$ cat src/rtl/execute_reg.sv
// execute_reg -- Y86-64 style execute-stage pipeline register plus the
// condition-code register.
//
// Ports
//   clk_i, rst_i            clock, synchronous active-high reset
//   E_bubble_i, E_stall_i   pipeline control (bubble wins over stall)
//   d_*_i                   decode-stage fields to be latched into E
//   E_*_o                   registered execute-stage fields
//   set_cc_i, e_zf/sf/of_i  condition-code update request and ALU flags
//   m_stat_i, W_stat_i      downstream status; an exception there blocks CC update
//   cc_o                    registered {ZF,SF,OF}
//   bubble_cnt_o, stall_cnt_o, cc_upd_cnt_o
//                           saturating performance counters, present only
//                           when PIPE_PERF_CNT_EN is defined
module execute_reg (
  input  logic        clk_i,
  input  logic        rst_i,
  input  logic        E_bubble_i,
  input  logic        E_stall_i,
  input  logic [2:0]  d_stat_i,
  input  logic [3:0]  d_icode_i,
  input  logic [3:0]  d_ifun_i,
  input  logic [63:0] d_valC_i,
  input  logic [63:0] d_valA_i,
  input  logic [63:0] d_valB_i,
  input  logic [3:0]  d_dstE_i,
  input  logic [3:0]  d_dstM_i,
  input  logic [3:0]  d_srcA_i,
  input  logic [3:0]  d_srcB_i,
  output logic [2:0]  E_stat_o,
  output logic [3:0]  E_icode_o,
  output logic [3:0]  E_ifun_o,
  output logic [63:0] E_valC_o,
  output logic [63:0] E_valA_o,
  output logic [63:0] E_valB_o,
  output logic [3:0]  E_dstE_o,
  output logic [3:0]  E_dstM_o,
  output logic [3:0]  E_srcA_o,
  output logic [3:0]  E_srcB_o,
  input  logic        set_cc_i,
  input  logic        e_zf_i,
  input  logic        e_sf_i,
  input  logic        e_of_i,
  input  logic [2:0]  m_stat_i,
  input  logic [2:0]  W_stat_i,
  output logic [2:0]  cc_o
`ifdef PIPE_PERF_CNT_EN
  ,
  output logic [31:0] bubble_cnt_o,
  output logic [31:0] stall_cnt_o,
  output logic [31:0] cc_upd_cnt_o
`endif
);

  localparam logic [2:0] SAOK   = 3'h1;
  localparam logic [2:0] SHLT   = 3'h2;
  localparam logic [2:0] SADR   = 3'h3;
  localparam logic [2:0] SINS   = 3'h4;
  localparam logic [3:0] NOP    = 4'h1;
  localparam logic [3:0] OPQ    = 4'h6;
  localparam logic [3:0] RNONE  = 4'hF;
  localparam logic [2:0] CC_RST = 3'b100;

  typedef struct packed {
    logic [2:0]  stat;
    logic [3:0]  icode;
    logic [3:0]  ifun;
    logic [63:0] valC;
    logic [63:0] valA;
    logic [63:0] valB;
    logic [3:0]  dstE;
    logic [3:0]  dstM;
    logic [3:0]  srcA;
    logic [3:0]  srcB;
  } e_reg_t;

  localparam e_reg_t E_BUBBLE = '{
    stat: SAOK, icode: NOP, ifun: 4'h0,
    valC: 64'h0, valA: 64'h0, valB: 64'h0,
    dstE: RNONE, dstM: RNONE, srcA: RNONE, srcB: RNONE
  };

  e_reg_t e_q;
  e_reg_t d_in;
  logic   cc_upd;

  assign d_in = '{
    stat: d_stat_i, icode: d_icode_i, ifun: d_ifun_i,
    valC: d_valC_i, valA: d_valA_i, valB: d_valB_i,
    dstE: d_dstE_i, dstM: d_dstM_i, srcA: d_srcA_i, srcB: d_srcB_i
  };

  // Reset and bubble both inject a NOP; stall only holds when no bubble.
  always_ff @(posedge clk_i) begin
    if (rst_i || E_bubble_i) e_q <= E_BUBBLE;
    else if (!E_stall_i)     e_q <= d_in;
  end

  // Qualification looks at the instruction already sitting in E (e_q),
  // not the one arriving from decode. An exception further down the pipe
  // must not let a younger instruction change the flags.
  function automatic logic is_exc(input logic [2:0] s);
    return (s == SADR) || (s == SINS) || (s == SHLT);
  endfunction

  assign cc_upd = set_cc_i && (e_q.icode == OPQ) &&
                  !is_exc(m_stat_i) && !is_exc(W_stat_i);

  always_ff @(posedge clk_i) begin
    if (rst_i)       cc_o <= CC_RST;
    else if (cc_upd) cc_o <= {e_zf_i, e_sf_i, e_of_i};
  end

  assign E_stat_o  = e_q.stat;
  assign E_icode_o = e_q.icode;
  assign E_ifun_o  = e_q.ifun;
  assign E_valC_o  = e_q.valC;
  assign E_valA_o  = e_q.valA;
  assign E_valB_o  = e_q.valB;
  assign E_dstE_o  = e_q.dstE;
  assign E_dstM_o  = e_q.dstM;
  assign E_srcA_o  = e_q.srcA;
  assign E_srcB_o  = e_q.srcB;

`ifdef PIPE_PERF_CNT_EN
  localparam logic [31:0] CNT_MAX = 32'hFFFF_FFFF;

  // Counters stick at all-ones rather than wrapping.
  always_ff @(posedge clk_i) begin
    if (rst_i) begin
      bubble_cnt_o <= '0;
      stall_cnt_o  <= '0;
      cc_upd_cnt_o <= '0;
    end else begin
      if (E_bubble_i && bubble_cnt_o != CNT_MAX)
        bubble_cnt_o <= bubble_cnt_o + 32'd1;
      if (E_stall_i && !E_bubble_i && stall_cnt_o != CNT_MAX)
        stall_cnt_o <= stall_cnt_o + 32'd1;
      if (cc_upd && cc_upd_cnt_o != CNT_MAX)
        cc_upd_cnt_o <= cc_upd_cnt_o + 32'd1;
    end
  end
`endif

endmodule
$ cat config.mk
export PLATFORM = sky130hd
export DESIGN_NAME = execute_reg
export DESIGN_NICKNAME = d
export VERILOG_FILES = /design/src/rtl/execute_reg.sv
export SDC_FILE = /design/constraint.sdc
export NUM_CORES = 1
export LEC_CHECK = 0
export ABC_AREA = 1
export CORE_AREA = 4 4 174 176
export DETAILED_ROUTE_END_ITERATION = 8
export DIE_AREA = 0 0 178 180
export PLACE_DENSITY = 0.73
export SYNTH_ARGS = -nofsm -noshare
export SYNTH_HDL_FRONTEND = slang
export SYNTH_SLANG_ARGS = --single-unit
$ cat constraint.sdc
create_clock -name clk_i -period 1 [get_ports clk_i]
set_clock_uncertainty 0.1 [all_clocks]
set_input_delay 0.2 -clock clk_i [delete_from_list [all_inputs] [get_ports clk_i]]
set_output_delay 0.2 -clock clk_i [all_outputs]
set_load 0.02 [all_outputs]
==> impl_results.md <==
* CTS H-tree lvls at 1
* Worst reg2reg endpoint: cc_o[2]
* Std-Cell Rows at 62
* Tot GR Track Use at 19.0%
* Worst skew pair latency at 0.52 ns
* Clk slew on worst S/H paths at 0.06 ns
* Vias/cell at around 4.4
* Worst path slowest cell: dfxtp_4
* RR Startpoint: E_icode_o[2]
* Worst hold slack at roughly 0.022 ns
* Gpl congestion at 0.811
* Post-route cell area at 0.0162 sq mm
* Worst path arrival time at 1.09 ns
* CP Buf/Inv Count at 2
* R2R Setup Slk at -0.21 ns
* Worst-path fanout max at 2
* Min Clock Period, post-route at approximately 1.4 ns
* Commonest non-fill, non-tap cell in the layout: nand2_1
* Startpoint types: flip-flop
* FF/Latch Area at 0.00473 sq mm
* I/O Buffers at 454
* Worst Hold Class: in -> reg
* Tot Pwr at 23000 uW
* Die area at 0.0320 sq mm
* Critical Path RT at 0.70 ns
* Setup crit end: E_icode_o[1]
* Vias in the first global route at 9030
* Fmax at 720 MHz
* Lkg Pwr at 0.00658 uW
* First-pass GRT wire length at 49200 um
* Final HPWL DP at 22800 um
* Synthesized cell area at 0.00854 sq mm
* Crit path launch: E_icode_o[1]
* Distinct cells, synth at 13
* Final #Nets at between 1500 and 2000
* RSZ-0062 raised after global routing: true
* Worst path cell trace: buf_6, buf_6
* Area delta synth->final at 89.6%
* Failing checks: negative setup slack
* Core footprint at 0.0286 sq mm
* # IOs at between 400 and 500
* Largest net degree at the start of global routing at 42
* Pre-CTS setup slack at -0.583 ns
* Initial antenna violation count at 0
* Initial Utilization at between 20% and 30%
* CTS max path bufs at 3
* Critical path's top delay family: flip-flops
* Iter 0 DRT Violations at ~420
* Area after DPL at 0.0140 sq mm
* Final setup fails at 225
* Routed Antenna Nets at 0
* First drt pass iteration count at 4
* Share of cells above drive strength 1 at 53.9%
* Yosys reg bits at 222
* N_diodes at 0
* Mean Syn Cell Area at 8.64 sq um
* Max stage delay on crit path at 0.34 ns
* Max-slew headroom at 87.0%
* Worst Setup Slack, final at -0.389 ns
* Final Util at 56.6%
* Crit path depth at 2
* R2R depth at 6
* Syn. warnings at 0
* Fin crit share at 139%
* Chip Width at between 150 and 200 um
* Slew Limit Fails at 0
* Fillers at 2382
* # clock sinks at 222
* Pwr Density at 1420 mW/mm^2
* VDD IR-drop max at approximately 0.0013 V
* Mapped Cells at 988
* Fin. Hold Viols at 0
* WL/cell at 17.0 um
* Total Wirelength at 33400 um
* Worst Setup End Kind: primary output
* Most frequent cells in the layout: nand2_1, clkdlybuf4s50_1, buf_6
* Worst hold start: E_stall_i
* Maxcap violations at 0
* GRT overflow at 0
* Mapped Nets at ~1200
* Residual DRC at 0
* Worst-margin pin slew at 0.195 ns
* Run status: complete, but fails checks
* Total number of vias at between 8000 and 9000
* CTS Buf Count at 25
* Kind of critical path: reg -> out
* Multi-input logic area at 0.00360 sq mm
* Crit path top cell by count: buf_6
* Register area share after synthesis at a little over half
* CTS tree: built
* Die Ht at 180 um
* Clock Tree Root: clkbuf_16
## cells by family after synthesis
kind of cell / after synthesis / share of synthesized area, %
compound gates: 202 / 20.2
buf+inv: 81 / 6.12
flops: 222 / 52.0
simple gates: 483 / 21.7
## cells in the mapped netlist
cell type | instances | area (sq um)
a21oi_1 | 11 | 55.1
a21oi_2 | 190 | 1660
o21ai_0 | 1 | 5.00
inv_1 | 9 | 33.8
nor2_4 | 1 | 11.3
nand2_1 | 447 | 1680
dfxtp_1 | 222 | 4440
inv_2 | 1 | 3.75
clkbuf_1 | 1 | 3.75
nor2_1 | 12 | 45.0
buf_6 | 21 | 236
nand3_1 | 23 | 115
buf_2 | 49 | 245
## stage by stage
stage | cells | TNS (ns)
5_1_grt | 1966 | -67.80
3_3_place_gp | 1838 | -159.13
3_5_place_dp | 1838 | -165.08
6_report | 1966 | -59.47
2_1_floorplan | 988 | -0.131
4_1_cts | 1918 | -119.23
## how the worst min path moves through the flow
stage | slack [ns] | to | cells past startpoint
6_report | 0.02 | E_valC_o[31] | 4
5_1_grt | 0.02 | E_valA_o[27] | 4
2_1_floorplan | 0.21 | E_icode_o[0] | 2
4_1_cts | 0.0001 | E_valA_o[43] | 4
3_3_place_gp | 0.35 | E_valC_o[57] | 2
3_5_place_dp | 0.36 | E_srcA_o[1] | 2
## registers in the layout (all words and copies together), names as in the netlist
signal     cells
E_ifun_o       4
cc_o           3
E_dstE_o       4
E_icode_o      4
E_srcB_o       4
E_valB_o      64
E_dstM_o       4
E_valA_o      64
E_stat_o       3
E_valC_o      64
E_srcA_o       4
## worst min-delay path, stage by stage
cell     delay [ns]
buf_6          0.11
buf_12         0.15
nand2_1        0.08
a21oi_2        0.05
## metal layers
layer	global-route usage (%)	up-vias	wire length, um
met5	0	-	0
met4	6.65	0	1100
met3	4.89	76	2630
met2	33.2	326	16600
met1	22.5	4028	13000
li1	-	4305	-
## power by group
part / total (uW) / switching [uW] / internal [uW] / leakage (uW)
Combinational: 3670 / 1650 / 2020 / 0.00424
Sequential: 9390 / 212 / 9180 / 0.00189
Clock: 9920 / 3710 / 6210 / 0.000441
Total: 23000 / 5570 / 17400 / 0.00658
## area by class of cell
| cell class | count | area share (%) |
|---|---|---|
| multi-input combinational | 685 | 22.3 |
| tap | 384 | 2.97 |
| clock inverter | 11 | 1.14 |
| timing repair inverter | 3 | 0.201 |
| clock buffer | 32 | 4.34 |
| timing repair buffer | 619 | 39.5 |
| sequential | 222 | 29.2 |
| inverter | 10 | 0.309 |
## what timing repair did
| action | CTS | global route |
|---|---|---|
| cloned | 2 | 4 |
| hold endpoints to repair | 2 | 0 |
| resized for setup | 1535 | 16 |
| endpoints found under the setup margin | 308 | 444 |
| pin swaps | 3 | 3 |
| hold buffers | 2 | 0 |
| buffers inserted | 33 | 45 |
No activity file was read; power rests on OpenSTA's default activity.
